### src/rtl/mem_rd_framer_pkg.sv
// Shared types and constants for the memory read-stream framer.
package mem_rd_framer_pkg;

  // Framer states; HDR is only reached when the header option is built in
  typedef enum logic [1:0] {
    IDLE    = 2'd0,
    HDR     = 2'd1,
    PAYLOAD = 2'd2,
    CSUM    = 2'd3
  } state_t;

  // Upper half of the frame header word
  localparam logic [15:0] HDR_MAGIC = 16'hA5A5;

  // Ceiling log2 for sizing counters and pointers at elaboration time
  function automatic int clog2(input int value);
    int r;
    r = 0;
    for (int i = 0; i < 31; i++) begin
      if ((1 << i) < value) r = i + 1;
    end
    return r;
  endfunction

endpackage

### src/rtl/mem_rd_framer_fifo.sv
// Falling-edge synchronous FIFO. Pointers carry one extra wrap bit so that
// full and empty are distinguished without a separate occupancy counter.
// A push into a full FIFO is taken only when a pop happens in the same cycle.
module mem_rd_framer_fifo
  import mem_rd_framer_pkg::*;
#(
  parameter int WIDTH = 32,
  parameter int DEPTH = 16
) (
  input  logic             clk,
  input  logic             rst,
  input  logic             push,
  input  logic [WIDTH-1:0] push_data,
  input  logic             pop,
  output logic [WIDTH-1:0] head,
  output logic             full,
  output logic             empty
);

  localparam int AW = clog2(DEPTH);

  logic [WIDTH-1:0] mem [DEPTH];
  logic [AW:0]      wr_ptr;
  logic [AW:0]      rd_ptr;
  logic             do_pop;
  logic             do_push;

  assign empty   = (wr_ptr == rd_ptr);
  assign full    = (wr_ptr[AW] != rd_ptr[AW]) && (wr_ptr[AW-1:0] == rd_ptr[AW-1:0]);
  assign do_pop  = pop && !empty;
  assign do_push = push && (!full || do_pop);
  assign head    = mem[rd_ptr[AW-1:0]];

  // Pointer update; only control state is reset
  always_ff @(negedge clk) begin
    if (rst) begin
      wr_ptr <= '0;
      rd_ptr <= '0;
    end else begin
      if (do_push) wr_ptr <= wr_ptr + (AW+1)'(1);
      if (do_pop)  rd_ptr <= rd_ptr + (AW+1)'(1);
    end
  end

  // Storage write; contents are qualified by the pointers so need no reset
  always_ff @(negedge clk) begin
    if (do_push) mem[wr_ptr[AW-1:0]] <= push_data;
  end

endmodule

### src/rtl/mem_rd_framer.sv
// Frames the memory controller read stream into fixed-length packets:
// FRAME_LEN payload words followed by a checksum word (plain sum, truncated).
// Optional build macro MEM_RD_FRAMER_HDR_EN prefixes every frame with a
// header word {HDR_MAGIC, frame_cnt}; sof then marks the header.
// The memory side cannot be stalled: a word arriving into a full FIFO with
// no simultaneous pop is dropped and the sticky overflow flag is raised.
module mem_rd_framer
  import mem_rd_framer_pkg::*;
#(
  parameter int WIDTH     = 32,
  parameter int FRAME_LEN = 8,
  parameter int DEPTH     = 16
) (
  input  logic             clk,
  input  logic             rst,
  input  logic             in_valid,
  input  logic [WIDTH-1:0] in_data,
  output logic [WIDTH-1:0] out_data,
  output logic             out_valid,
  input  logic             out_ready,
  output logic             out_sof,
  output logic             out_eof,
  output logic             overflow,
  output logic [15:0]      frame_cnt
);

  localparam int WCW = clog2(FRAME_LEN);

`ifdef MEM_RD_FRAMER_HDR_EN
  localparam state_t START_ST = HDR;
`else
  localparam state_t START_ST = PAYLOAD;
`endif

  state_t           state;
  logic [WCW-1:0]   word_cnt;
  logic [WIDTH-1:0] csum;
  logic [WIDTH-1:0] head;
  logic             fifo_full;
  logic             fifo_empty;
  logic             xfer;
  logic             pop;
  logic             last_word;

  assign xfer      = out_valid && out_ready;
  assign pop       = (state == PAYLOAD) && xfer;
  assign last_word = (word_cnt == WCW'(FRAME_LEN - 1));

  mem_rd_framer_fifo #(
    .WIDTH (WIDTH),
    .DEPTH (DEPTH)
  ) u_fifo (
    .clk       (clk),
    .rst       (rst),
    .push      (in_valid),
    .push_data (in_data),
    .pop       (pop),
    .head      (head),
    .full      (fifo_full),
    .empty     (fifo_empty)
  );

  // Output word selection; everything is driven from flops so it holds
  // steady while the downstream stalls
  always_comb begin
    out_valid = 1'b0;
    out_data  = '0;
    out_sof   = 1'b0;
    out_eof   = 1'b0;
    case (state)
`ifdef MEM_RD_FRAMER_HDR_EN
      HDR: begin
        out_valid = 1'b1;
        out_data  = WIDTH'({HDR_MAGIC, frame_cnt});
        out_sof   = 1'b1;
      end
`endif
      PAYLOAD: begin
        out_valid = !fifo_empty;
        out_data  = fifo_empty ? '0 : head;
`ifdef MEM_RD_FRAMER_HDR_EN
        out_sof   = 1'b0;
`else
        out_sof   = !fifo_empty && (word_cnt == '0);
`endif
      end
      CSUM: begin
        out_valid = 1'b1;
        out_data  = csum;
        out_eof   = 1'b1;
      end
      default: ;
    endcase
  end

  // Frame sequencer: walks header/payload/checksum and accumulates the sum
  always_ff @(negedge clk) begin
    if (rst) begin
      state     <= IDLE;
      word_cnt  <= '0;
      csum      <= '0;
      frame_cnt <= '0;
    end else begin
      case (state)
        IDLE: begin
          csum     <= '0;
          word_cnt <= '0;
          state    <= START_ST;
        end
        HDR: begin
          if (xfer) state <= PAYLOAD;
        end
        PAYLOAD: begin
          if (xfer) begin
            csum     <= csum + head;
            word_cnt <= word_cnt + WCW'(1);
            if (last_word) state <= CSUM;
          end
        end
        CSUM: begin
          if (xfer) begin
            frame_cnt <= frame_cnt + 16'd1;
            csum      <= '0;
            word_cnt  <= '0;
            state     <= START_ST;
          end
        end
        default: state <= IDLE;
      endcase
    end
  end

  // Sticky drop flag: a full FIFO with no pop this cycle cannot take the word
  always_ff @(negedge clk) begin
    if (rst) overflow <= 1'b0;
    else if (in_valid && fifo_full && !pop) overflow <= 1'b1;
  end

endmodule

### config.mk
export PLATFORM = sky130hd
export DESIGN_NAME = mem_rd_framer
export DESIGN_NICKNAME = d
export VERILOG_FILES = /design/src/rtl/mem_rd_framer_pkg.sv /design/src/rtl/mem_rd_framer_fifo.sv /design/src/rtl/mem_rd_framer.sv
export SDC_FILE = /design/constraint.sdc
export NUM_CORES = 1
export LEC_CHECK = 0
export BUFFER_PORTS_ARGS = -buffer_cell sky130_fd_sc_hd__buf_2
export CAP_MARGIN = 5
export CORE_MARGIN = 3
export CORE_UTILIZATION = 42
export CTS_BUF_LIST = sky130_fd_sc_hd__clkbuf_4
export DETAILED_ROUTE_END_ITERATION = 8
export GPL_TIMING_DRIVEN = 0
export HOLD_SLACK_MARGIN = 0.12
export RECOVER_POWER = 100
export SKIP_CTS_REPAIR_TIMING = 1
export SLEW_MARGIN = 40
export SYNTH_ARGS = -nofsm -noshare
export SYNTH_HDL_FRONTEND = slang
export SYNTH_SLANG_ARGS = --single-unit
### constraint.sdc
create_clock -name clk -period 4.5 [get_ports clk]
set_input_delay 0 -clock clk [delete_from_list [all_inputs] [get_ports clk]]
set_output_delay 0 -clock clk [all_outputs]
set_load 0.05 [all_outputs]
Yosys cells after proc, flatten, opt, wreduce, memory -nomap -nowiden
Memory sizes are Yosys's and may differ from the RTL's. A register that Yosys moved wholly into a read port is not among the register bits.
Index checks and enable logic that the tools add are counted.
{"block": "classes", "n_eq_ne": 11, "add_sub_neg": 5, "n_reduce_logical": 19, "n_mux": 19}
{"op": "2-to-1 mux 32 bit", "count": 3}
{"op": "case mux 32 bit (3 select lines)", "count": 1}
{"op": "case mux 32 bit (2 select lines)", "count": 1}
{"op": "adder 32 bit", "count": 1}
{"op": "adder 16 x 1 -> 16 bit (second input constant)", "count": 1}
{"op": "adder 5 x 1 -> 5 bit (second input constant)", "count": 2}
{"op": "case mux 3 bit (3 select lines)", "count": 1}
{"op": "logical AND 1 bit", "count": 8}
{"op": "2-to-1 mux 4 bit", "count": 2}
{"op": "2-to-1 mux 2 bit", "count": 3}
{"op": "2-to-1 mux 3 bit", "count": 2}
{"op": "inequality test 2 bit (second input constant)", "count": 3}
{"op": "case mux 2 bit (3 select lines)", "count": 1}
{"op": "AND reduction 3 bit", "count": 2}
{"op": "equality test 5 bit", "count": 1}
{"op": "equality test 2 bit (second input constant)", "count": 2}
{"op": "equality test 4 bit", "count": 1}
{"op": "2-to-1 mux 1 bit", "count": 4}
{"op": "adder 3 x 1 -> 3 bit (second input constant)", "count": 1}
{"op": "equality test 3 bit (second input constant)", "count": 1}
{"op": "logical NOT 1 bit", "count": 3}
{"op": "logical NOT 3 bit", "count": 1}
{"op": "nonzero test 3 bit", "count": 1}
{"op": "equality test 2 x 1 -> 1 bit (second input constant)", "count": 1}
{"op": "other kinds (7)", "count": 7}
{"block": "word_totals", "regBits": 64, "in_bits": 36, "mem_count": 1, "word_cells": 62, "out_inout_bits": 52, "ram_bits": 512}
{"memory": "u_fifo.mem", "depth": 16, "width": 32, "rd": 1, "rd_ports_with_merged_regs": 1, "wr": 1, "line": "mem_rd_framer_fifo.sv:22", "rtl": "logic [WIDTH-1:0] mem [DEPTH];"}

Depth between registers and ports, before layout
{"block": "logic_depth", "ltp_word": 10, "mapped_depth": 16, "mapped_depth_nobuf": 13}

Modules after synthesis
Synthesis repeated with hierarchy kept, for this count alone.
{"block": "hier_totals", "cells_unflattened": 1270, "area_unflattened_um2": 24115.6}
{"module": "mem_rd_framer_fifo", "n_inst": 1, "area_per_inst_um2": 20205.6, "cells_per_inst": 796, "seq_area_each_um2": 15655.0}
{"module": "mem_rd_framer", "n_inst": 1, "area_per_inst_um2": 3910.0, "cells_per_inst": 474, "seq_area_each_um2": 1081.0}

==> flow_metrics.env <==
export IMPL_status="complete, but fails checks"
export IMPL_crit_chain="buf_12 -> clkbuf_16 -> clkbuf_16 -> mux4_2 -> mux4_2 -> a22o_1 -> buf_6"
export IMPL_syn_cell_area_sq_um=23900
export IMPL_wl_per_cell_um=21.6
export IMPL_synth_top_family_by_area="multiplexers"
export IMPL_dr_pass1_iters=5
export IMPL_cts_tree="done"
export IMPL_area_growth_pct=27.6
export IMPL_multi_input_area_sq_um=6970
export IMPL_synth_fa_ha_area_frac=0.0218
export IMPL_slew_violations=45
export IMPL_grt_pass1_wl_um=97100
export IMPL_viasPerCell=5.22
export IMPL_post_dp_cell_area_sq_um=25600
export IMPL_vias=15700
export IMPL_cts_sinks=580
export IMPL_ys_seq_elements=580
export IMPL_clkTransAtPathRegs_ps=40
export IMPL_routed_wl_um=64900
export IMPL_setup_ws_ps=-1100
export IMPL_worst_slew_pin_slew_ps=1680
export IMPL_place_ws_ps=-868
export IMPL_holdCritPathClass="reg -> reg"
export IMPL_num_rows=86
export IMPL_p_per_area_nw_per_um2=454
export IMPL_hpwl_um=37900
export IMPL_post_route_util=0.547
export IMPL_fin_cells=3010
export IMPL_ant_nets=0
export IMPL_required_ps=4500
export IMPL_tns_ps=-35760
export IMPL_numCtsBuffers=165
export IMPL_core_sq_um=55600
export IMPL_async_flop_share=0
export IMPL_fill_cells=4627
export IMPL_route_detailed_drc=0
export IMPL_cp_arrival_ps=5600
export IMPL_synth_cells=1287
export IMPL_fin_area_sq_um=30500
export IMPL_start_util=0.429
export IMPL_layout_common_cells="inv_1 (654), edfxtp_1 (512), clkbuf_4 (180)"
export IMPL_violations="capacitance limit, slew limit, setup timing"
export IMPL_max_cap_violations=3
export IMPL_dieArea_sq_um=59700
export IMPL_final_seq_area_sq_um=16700
export IMPL_gp_congestion=0.909
export IMPL_grt_pass1_vias=17800
export IMPL_die_y_um=244
export IMPL_syn_nets=1364
export IMPL_cp_max_fo=6
export IMPL_port_buffers=86
export IMPL_hold_viol_final=0
export IMPL_skew_ps=66.9
export IMPL_die_x_um=244
export IMPL_synth_compound_area_share=0.0535
export IMPL_dp_cells=2137
export IMPL_htree_levels=4
export IMPL_avgSynthCellArea_sq_um=18.5
export IMPL_yosys_area_share_xor_xnor=0.0176
export IMPL_layout_commonest_cell="inv_1"
export IMPL_nets=2238
export IMPL_grt_antenna_before_repair=6
export IMPL_synth_simple_area_share=0.0387
export IMPL_rsz0062_at_grt="yes"
export IMPL_drive_above_1_share=0.241
export IMPL_drtIter0Drc=1278
export IMPL_slowest_delay_ps=620
export IMPL_synth_yosys_seq_area_share=0.701
export IMPL_yosys_warnings=0
export IMPL_grt_max_degree=28
export IMPL_crit_type="reg -> out"
export IMPL_max_slew_margin=-0.121
export IMPL_p_leak_nw=12.7
export IMPL_io_pins=88
export IMPL_worst_setup_path_end_kind="output pin"
export IMPL_cts_path_max_buffers=3
export IMPL_grt_overflow_total=0
export IMPL_clock_latency_ps=930
export IMPL_cts_root_buf="clkbuf_4"
export IMPL_synth_ff_type="edfxtp_1"
export IMPL_critPathLaunchType="flop"
export IMPL_gr_usage_all_layers=0.221
export IMPL_irDropWorstVdd_v=0.000224
export IMPL_cp_slowest_cell="mux4_2"
export IMPL_finalSetupViolCount=56
export IMPL_synth_edff_count=512
export IMPL_ys_types=64
export IMPL_synthMuxAreaShare=0.153
-- state kept, by name, indices dropped and copies added (netlist names), named ones only --
signal	cells
state	2
u_fifo.wr_ptr	5
overflow	1
frame_cnt	16
csum	32
u_fifo.rd_ptr	5
u_fifo.mem	512
word_cnt	3
-- area by class of cell --
class                      count  share of cell area
antenna                        6            0.000493
tap                          748              0.0307
multi-input combinational    628               0.229
sequential                   580               0.550
buffer                        58              0.0182
inverter                      17             0.00210
timing repair buffer         131              0.0367
clock buffer                 168              0.0414
clock inverter               674              0.0914
-- per-stage QoR --
step,power [mW],hold WS (ps)
5_1_grt,15.0,487
2_1_floorplan,7.61,443
3_5_place_dp,7.98,460
4_1_cts,13.9,465
6_report,13.8,465
3_3_place_gp,7.95,455
-- worst paths after layout --
check | slack (ps) | from | cells past startpoint | endpoint
worst max-delay path | -1100 | flop | 7 | out_data[6]
worst min-delay path | 470 | csum[17] | 2 | csum[17]
worst max register to register | -90 | flop | 18 | csum[26]
worst min register to register | 470 | csum[17] | 2 | csum[17]
-- Yosys cell counts, drive strengths merged (12+ instances only) --
library cell  instances  area share
nand2                59      0.0093
clkbuf               40      0.0063
a22oi                13      0.0041
edfxtp              512        0.64
buf                  21      0.0050
dfxtp                68       0.057
xor2                 30       0.011
nor2                 57      0.0090
nand3                13      0.0027
mux4                160        0.15
a21oi                37      0.0079
a21o                 12      0.0038
inv                  18      0.0028
ha                   40       0.021
xnor2                18      0.0066
and2                 16      0.0042
o21ai                39      0.0083
a22o                 32       0.012
-- logic make-up (layout without fill, tap and decap cells) --
group,Yosys count,count (layout)
multiplexers,165,165
adder cells (fa/ha/maj),41,41
other,0,6
AND/OR/NAND/NOR,192,192
AO/OA/AOI/OAI,182,182
buffers and inverters,79,1048
flip-flops,580,580
XOR/XNOR,48,48
-- layer usage --
metal,share of wire,up-vias,track usage
met2,0.52,586,0.351
met3,0.070,87,0.0884
met5,0.00046,-,0
li1,-,7089,-
met4,0.015,4,0.117
met1,0.40,7955,0.259
-- power by group --
group	internal, mW	total (mW)	switching, mW	leakage (nW)
sequential	5.98	6.03	0.0405	5.18
combinational	0.553	1.30	0.752	3.21
clock	2.97	6.50	3.54	4.32
-- critical path: cells and delay by family, from the launching register on --
family / cells / cell delay, ps
buffers and inverters: 4 / 660
multiplexers: 2 / 1120
AO/OA/AOI/OAI: 1 / 240
flip-flops: 1 / 400
(Power assumes the default switching activity.)
